==> config.mk <==
export PLATFORM = sky130hd
export DESIGN_NAME = parking_meter_timer
export DESIGN_NICKNAME = d
export VERILOG_FILES = /design/src/rtl/parking_meter_timer.sv
export SDC_FILE = /design/constraint.sdc
export NUM_CORES = 1
export LEC_CHECK = 0
export CAP_MARGIN = 20
export CORE_ASPECT_RATIO = 1.5
export CORE_MARGIN = 1
export CORE_UTILIZATION = 25
export CTS_BUF_LIST = sky130_fd_sc_hd__clkbuf_8
export DETAILED_ROUTE_END_ITERATION = 6
export PLACE_DENSITY = 0.4
export SYNTH_ARGS = -nofsm -noshare
export SYNTH_HDL_FRONTEND = slang
export SYNTH_SLANG_ARGS = --single-unit
==> constraint.sdc <==
create_clock -name clk -period 6.03 [get_ports clk]
set_input_delay 1.206 -clock clk [delete_from_list [all_inputs] [get_ports clk]]
set_output_delay 1.206 -clock clk [all_outputs]
set_load 0.02 [all_outputs]
==> src/rtl/parking_meter_timer.sv <==
// Parking-meter remaining-time counter with coin/preset events, saturation and blink control.
// Latency: an event on one clock edge is visible on time_out after that edge; sec_tick is decoded from the prescaler.
// Backpressure: none; level inputs are edge-detected and the countdown freezes while en=0.
module parking_meter_timer #(
    parameter int WIDTH      = 14,
    parameter int MAX_VAL    = 9999,
    parameter int TICK_DIV   = 100_000_000,
    parameter int LOW_THRESH = 200,
    parameter int ADD0       = 50,
    parameter int ADD1       = 150,
    parameter int ADD2       = 200,
    parameter int ADD3       = 500,
    parameter int PRE0       = 10,
    parameter int PRE1       = 205
) (
    input  logic             clk,
    input  logic             rst_n,
    input  logic             en,
    input  logic [1:0]       preset,
    input  logic [3:0]       add,
    output logic [WIDTH-1:0] time_out,
    output logic             expired,
    output logic             display_on,
    output logic             sec_tick
);

    localparam int PW = (TICK_DIV > 2) ? $clog2(TICK_DIV) : 1;

    localparam logic [PW-1:0]    P_LAST = PW'(TICK_DIV - 1);
    localparam logic [PW-1:0]    P_HALF = PW'(TICK_DIV / 2 - 1);
    localparam logic [PW-1:0]    P_ONE  = PW'(1);
    localparam logic [WIDTH:0]   S_ONE  = (WIDTH + 1)'(1);
    localparam logic [WIDTH:0]   S_MAX  = (WIDTH + 1)'(MAX_VAL);
    localparam logic [WIDTH:0]   S_ADD0 = (WIDTH + 1)'(ADD0);
    localparam logic [WIDTH:0]   S_ADD1 = (WIDTH + 1)'(ADD1);
    localparam logic [WIDTH:0]   S_ADD2 = (WIDTH + 1)'(ADD2);
    localparam logic [WIDTH:0]   S_ADD3 = (WIDTH + 1)'(ADD3);
    localparam logic [WIDTH-1:0] T_MAX  = WIDTH'(MAX_VAL);
    localparam logic [WIDTH-1:0] T_LOW  = WIDTH'(LOW_THRESH);
    localparam logic [WIDTH-1:0] T_PRE0 = WIDTH'(PRE0);
    localparam logic [WIDTH-1:0] T_PRE1 = WIDTH'(PRE1);

    logic [PW-1:0]    presc;
    logic [PW-1:0]    presc_nxt;
    logic [1:0]       preset_q;
    logic [3:0]       add_q;
    logic             armed;
    logic [1:0]       preset_ev;
    logic [3:0]       add_ev;
    logic [WIDTH:0]   amt;
    logic [WIDTH:0]   sum;
    logic [WIDTH-1:0] time_nxt;
    logic             blink_nxt;
    logic             half_pt;
    logic             preset_hit;

    assign sec_tick = (presc == P_LAST);

    // The first edge after reset only samples history, so inputs held through reset need a fresh rise.
    assign preset_ev = preset & ~preset_q & {2{armed}};
    assign add_ev    = add & ~add_q & {4{armed}};

    always_comb begin
        amt        = '0;
        sum        = '0;
        time_nxt   = time_out;
        presc_nxt  = presc;
        blink_nxt  = display_on;
        half_pt    = 1'b0;
        preset_hit = |preset_ev;

        if (en) begin
            presc_nxt = sec_tick ? '0 : presc + P_ONE;
            half_pt   = (presc == P_HALF) || sec_tick;
        end

        if (add_ev[0])      amt = S_ADD0;
        else if (add_ev[1]) amt = S_ADD1;
        else if (add_ev[2]) amt = S_ADD2;
        else if (add_ev[3]) amt = S_ADD3;

        sum = {1'b0, time_out} + amt;
        if (sec_tick && en && (sum != '0)) begin
            sum = sum - S_ONE;
        end
        time_nxt = (sum > S_MAX) ? T_MAX : sum[WIDTH-1:0];

        if (preset_ev[0]) begin
            time_nxt  = T_PRE0;
            presc_nxt = '0;
        end else if (preset_ev[1]) begin
            time_nxt  = T_PRE1;
            presc_nxt = '0;
        end

        // Blink: steady above threshold, restart lit when leaving steady, 1 Hz when low, 0.5 Hz at zero.
        if (time_nxt >= T_LOW) begin
            blink_nxt = 1'b1;
        end else if (time_out >= T_LOW) begin
            blink_nxt = 1'b1;
        end else if (!preset_hit) begin
            if ((time_nxt != '0) && half_pt) begin
                blink_nxt = ~display_on;
            end else if ((time_nxt == '0) && en && sec_tick) begin
                blink_nxt = ~display_on;
            end
        end
    end

    always_ff @(posedge clk or negedge rst_n) begin
        if (!rst_n) begin
            time_out   <= '0;
            expired    <= 1'b1;
            display_on <= 1'b1;
            presc      <= '0;
            preset_q   <= '0;
            add_q      <= '0;
            armed      <= 1'b0;
        end else begin
            time_out   <= time_nxt;
            expired    <= (time_nxt == '0);
            display_on <= blink_nxt;
            presc      <= presc_nxt;
            preset_q   <= preset;
            add_q      <= add;
            armed      <= 1'b1;
        end
    end

endmodule

======== After elaboration in Yosys (flattened, before gate mapping) ========
Index checks and enable logic that the tools add are counted.
cells by class
  add/sub/neg operators ................... 3
  order comparisons ....................... 3
  equality and inequality tests ........... 3
  muxes and demuxes ....................... 18
  bitwise gates (word level) .............. 7
  reduce and logical (&&, ||, !) cells .... 13
operator list
  cell                                                                                   count
  27-bit 2-to-1 mux                                                                      4
  14-bit 2-to-1 mux                                                                      3
  9-bit 2-to-1 mux                                                                       4
  14-bit by 8-bit greater-or-equal comparator with 1-bit output (second input constant)  2
  27-bit by 1-bit adder with 27-bit output (second input constant)                       1
  27-bit by 26-bit == test with 1-bit output (second input constant)                     1
  27-bit == test (second input constant)                                                 1
  14-bit by 15-bit adder with 15-bit output                                              1
  15-bit by 14-bit > comparator with 1-bit output (second input constant)                1
  15-bit 2-to-1 mux                                                                      1
  15-bit nonzero test                                                                    1
  15-bit by 1-bit subtractor with 15-bit output (second input constant)                  1
  14-bit logical NOT                                                                     1
  14-bit nonzero test                                                                    1
  4-bit AND                                                                              2
  1-bit 2-to-1 mux                                                                       6
  1-bit logical AND                                                                      5
  2-bit AND                                                                              2
  4-bit NOT                                                                              1
  4-bit nonzero test                                                                     1
  3-bit by 1-bit != test with 1-bit output (second input constant)                       1
  3-bit nonzero test                                                                     1
  2-bit NOT                                                                              1
  2-bit AND reduction                                                                    1
  other kinds (3)                                                                        3
word-level totals
  register bits ........................... 50
  input port bits ......................... 9
  output and inout bits ................... 17
  word-level logic and storage cells ...... 54

======== Longest topological paths before layout ========
Gate-level depths: netlist of the first run.
  depth after elaboration ................. 23
  depth in mapped cells ................... 18
  mapped depth without buffers ............ 17

======== Worst setup path before layout of the first run ========
OpenSTA, ideal clock, no wires.
  path type ............................... input to register
  start point ............................. input port add[0]
  end point ............................... register display_on
  library setup time ...................... 0.082 ns
  arrival ................................. 5.042 ns
  required time ........................... 5.948 ns
  setup slack ............................. 0.907 ns
  cell stages on the path ................. 16
  buffers on the path ..................... 0
  path through ............................ nor2b_1 o21ai_0 inv_1 ha_1 fa_1 a211oi_1 o21a_1 a211oi_1 nor3_1 nor2_1 or4_1 a21o_1 nor4b_2 and3_2 mux2i_1 a211o_1
on the way
  longest elaborated chain between the ends .. 17
  elaborated cells between the ends (all ways) .. 25
  those cells by class .................... add/sub (2); order compare (2); eq/ne (1); mux (9); bitwise (2); reduce/logical (9)
ends and longest elaborated chain
  element                                                                                                                line  RTL
  start: declaration                                                                                                     20    input logic [3:0] add,
  4-bit AND (*) (2 in series)                                                                                            61    assign add_ev = add & ~add_q & {4{armed}};
  9-bit 2-to-1 mux (*)                                                                                                   77    if (add_ev[0]) amt = S_ADD0;
  14-bit by 15-bit adder with 15-bit output (*)                                                                          82    sum = {1'b0, time_out} + amt;
  parallel branches: the longest is 2 deep, another holds 15-bit by 1-bit subtractor with 15-bit output                  -
  15-bit 2-to-1 mux (*)                                                                                                  83    if (sec_tick && en && (sum != '0)) begin
  15-bit by 14-bit > comparator with 1-bit output                                                                        86    time_nxt = (sum > S_MAX) ? T_MAX : sum[WIDTH-1:0];
  14-bit 2-to-1 mux (*)                                                                                                  86
  14-bit 2-to-1 mux (*)                                                                                                  91    end else if (preset_ev[1]) begin
  14-bit 2-to-1 mux (*)                                                                                                  88    if (preset_ev[0]) begin
  parallel branches: the longest is 6 deep, another holds 14-bit by 8-bit greater-or-equal comparator with 1-bit output  -
  end signal: assignment                                                                                                 122   display_on <= blink_nxt;
  end: declaration                                                                                                       23    output logic display_on,
Every way passes the cells marked *. The select of a mux whose other input is x is not followed.
A chain may end at the register's enable or synchronous reset.

======== Final worst setup path of the first run ========
  start point ............................. input port add[0]
  end point ............................... register time_out[12]
on the way
  longest elaborated chain between the ends .. 11
  elaborated cells between the ends (all ways) .. 12
  those cells by class .................... add/sub (2); order compare (1); mux (5); bitwise (2); reduce/logical (2)
ends and longest elaborated chain
  element                                                                                                line  RTL
  4-bit AND (*) (2 in series)                                                                            61
  9-bit 2-to-1 mux (*)                                                                                   77
  14-bit by 15-bit adder with 15-bit output (*)                                                          82
  parallel branches: the longest is 2 deep, another holds 15-bit by 1-bit subtractor with 15-bit output  -
  15-bit 2-to-1 mux (*)                                                                                  83
  15-bit by 14-bit > comparator with 1-bit output                                                        86
  14-bit 2-to-1 mux (*)                                                                                  86
  14-bit 2-to-1 mux (*)                                                                                  91
  14-bit 2-to-1 mux (*)                                                                                  88
  net time_nxt[12]                                                                                       52    logic [WIDTH-1:0] time_nxt;
  end signal: assignment                                                                                 120   time_out <= time_nxt;
  end: declaration                                                                                       21    output logic [WIDTH-1:0] time_out,
Mark *: on every way through the listed nets, which the timed path passes.

==> results.sh, run 1 <==
export IMPL_postCtsSetupBuffers=0
export IMPL_synth_edf_count=0
export IMPL_cp_arrival_ns=5.90
export IMPL_fmax_mhz=176.7
export IMPL_drt_iter0_drc=147
export IMPL_finalHoldViolCount=0
export IMPL_num_vias=3589
export IMPL_period_share_pct=93.88
export IMPL_clock_latency_ns=0.32
export IMPL_cp_cell_sequence="clkdlybuf4s50_1, nor2b_1, o21ai_0, inv_1, ha_1, fa_1, a211oi_1, o21a_1, xnor2_1, nor4_1, o2111ai_1, and3_1, a21o_1, a21o_1, a21oi_1, buf_4, nand2_1, a21oi_1"
export IMPL_start_util_pct=25.78
export IMPL_cp_required_ns=6.26
export IMPL_grt_pass1_wl_um=19200
export IMPL_die_w_um=102.2
export IMPL_layout_nets=514
export IMPL_antenna_left=0
export IMPL_tightest_slew_ns=0.7872
export IMPL_grt_max_degree=43
export IMPL_track_usage_pct=15.93
export IMPL_regArea_um2=1254
export IMPL_synth_fp_nets=470
export IMPL_grt_pass1_vias=3666
export IMPL_max_stage_delay_ns=0.46
export IMPL_synthAdderAreaFrac_pct=3.858
export IMPL_synthCells=450
export IMPL_core_area_um2=14590
export IMPL_synth_top_family_by_area="simple AND/OR/NAND/NOR gates"
export IMPL_cts_root_buf="clkbuf_8"
export IMPL_max_cap_viol_count=0
export IMPL_multiInputGateArea_um2=2444
export IMPL_synth_warnings=0
export IMPL_synthFlopType="dfrtp_1"
export IMPL_ctsLongestPathBuffers=2
export IMPL_fin_crit_ns=5.661
export IMPL_final_area_um2=4501
export IMPL_hold_class="reg -> reg"
export IMPL_place_gp_congestion=0.8213
export IMPL_ctsResizeCount=0
export IMPL_dp_final_hpwl_um=9408
export IMPL_post_dp_cell_area_um2=4379
export IMPL_antenna_found_initial=0
export IMPL_synthSimpleGateAreaFrac_pct=33.22
export IMPL_ctsHoldBuffers=0
export IMPL_setup_viol=0
export IMPL_wl_per_cell_um=17.10
export IMPL_drt_vias_per_instance=5.194
export IMPL_clkTransAtPathRegs_ns=0.10
export IMPL_critPathSlowestCell="nor4_1"
export IMPL_cts_inserted_buffers=5
export IMPL_critPathCaptureType="flip-flop"
export IMPL_synthMuxAreaShare_pct=1.630
export IMPL_syn2layout_area_growth_pct=19.62
export IMPL_cp_start_kind="input port"
export IMPL_yosysUniqueCellTypes=65
export IMPL_final_common_cell="nor2_1"
export IMPL_slew_headroom_pct=47.11
export IMPL_synth_seq_area_share_pct=33.32
export IMPL_reg2reg_slack_ns=1.42
export IMPL_yosys_register_bits=50
export IMPL_die_area_um2=15550
export IMPL_powerDensity_nw_per_um2=319.4
export IMPL_synth_compound_area_share_pct=17.96
export IMPL_vdd_ir_drop_max_v=0.0001041
export IMPL_synth_area_um2=3762
export IMPL_syn_area_per_cell_um2=8.361
export IMPL_port_buffers=25
export IMPL_route_detailed_drc=0
export IMPL_grt_overflow_total=0
export IMPL_diodes=0
export IMPL_power_leakage_uw=0.001782
export IMPL_h_tree_depth=2
export IMPL_layout_drive_gt1_share_pct=10.10
export IMPL_first_pass_iters=4
export IMPL_cts_sinks=50
export IMPL_cp_buffers_inverters=3
export IMPL_wirelength_um=11820
export IMPL_path_delay_family="compound AO/OA/AOI/OAI gates"
export IMPL_tritoncts="done"
export IMPL_clock_skew_final_ns=0.01380
export IMPL_num_io_pins=26
export IMPL_async_flop_share_pct=100.0
export IMPL_fill_cells=1655
export IMPL_crit_fanout=7
export IMPL_timing_hold_ws_ns=0.5681
export IMPL_rsz0062_at_grt="no"
export IMPL_synth_xor_area_share_pct=8.181
export IMPL_die_y_um=152.2
export IMPL_critPathKind="in -> reg"
export IMPL_num_rows=54
export IMPL_mostFrequentLayoutCells="nor2_1 (61), dfrtp_1 (48), nand2_1 (40)"
export IMPL_drv_slew=0
export IMPL_status="complete, no violations"
## synth_stat cells, types with 9 or more instances
library cell	number	share of area (%)
nor2_1	61	6.1
dfrtp_1	48	32
nand2_1	40	4.0
nand3_1	27	3.6
a21oi_1	23	3.1
o21ai_0	19	2.5
xor2_1	19	4.4
nand4_1	17	2.8
nor3_1	14	1.9
nor4_1	14	2.3
xnor2_1	13	3.0
ha_1	10	3.3
clkbuf_1	9	0.90
## tightest hold or removal path, cell delays in order, from the launching register on
cell and delay [ns]:
dfrtp_1 0.41, nand2_1 0.07, a21oi_1 0.05
## path summary, 6_finish.rpt
kind | start | endpoint | cells past startpoint
min in group asynchronous | rst_n | add_q[1]$_DFF_PN0_ | 1
setup / recovery | add[0] | time_out[12]$_DFF_PN0_ | 18
setup reg to reg | armed$_DFF_PN0_ | time_out[12]$_DFF_PN0_ | 16
max in group asynchronous | rst_n | presc[22]$_DFFE_PN0P_ | 2
hold reg to reg | presc[1]$_DFFE_PN0P_ | presc[1]$_DFFE_PN0P_ | 2
hold / removal | presc[1]$_DFFE_PN0P_ | presc[1]$_DFFE_PN0P_ | 2
## sequential cells by signal (all words and copies together), names as in the netlist
signal,count
time_out,14
preset_q,2
expired,1
display_on,1
armed,1
presc,27
add_q,4
## report_power, final
part           internal (uW)  switching (uW)
Clock                    137             128
Combinational            308             444
Sequential               373            47.2
## through the flow
stage	setup slack (ns)	cells	power [uW]	utilization, %	TNS (ns)
2_1_floorplan	0.9067	450	901.2	-	0
3_3_place_gp	-0.02070	683	1178	30.01	-0.02070
3_5_place_dp	-0.01299	683	1174	30.01	-0.02363
4_1_cts	0.3072	691	1449	30.84	0
5_1_grt	0.05081	691	1529	30.84	0
6_report	0.3692	691	1437	30.84	0
## logic make-up (layout without fill, tap and decap cells)
logic type                 Yosys count  count (layout)
other                                1               1
AOI/OAI and AO/OA                  101             101
xor gates and xnor gates            33              33
DFF                                 50              50
adders and majority gates           11              11
and+or+nand+nor                    231             231
buffers and inverters               17              62
muxes                                6               6
## routing by layer
metal  vias to the layer above  GRT usage [%]  share of wire, %
li1                       1764              -                 -
met1                      1758          17.78                40
met2                        53          30.52                56
met3                        14          1.560               1.8
met4                         0          5.034               2.1
met5                         -              0                 0
## layout make-up
class                   instances  area share (%)
multi-input cells             383           54.30
flip-flops and latches         50           27.86
repair buffers                 47           9.119
well taps                     196           5.449
clock buffers                   6           1.835
clock inverters                 2          0.8618
inverters                       7          0.5838
Power figures use the tool's default switching activity.
==> inputs of run 2 (changes only) <==
--- a/config.mk
+++ b/config.mk
@@ -12,6 +12,7 @@
 export CTS_BUF_LIST = sky130_fd_sc_hd__clkbuf_8
 export DETAILED_ROUTE_END_ITERATION = 6
 export PLACE_DENSITY = 0.4
+export SKIP_LAST_GASP = 1
 export SYNTH_ARGS = -nofsm -noshare
 export SYNTH_HDL_FRONTEND = slang
 export SYNTH_SLANG_ARGS = --single-unit
==> results of run 2 <==
Same layout as run 1: the final DEF is identical, and so are final timing and power.
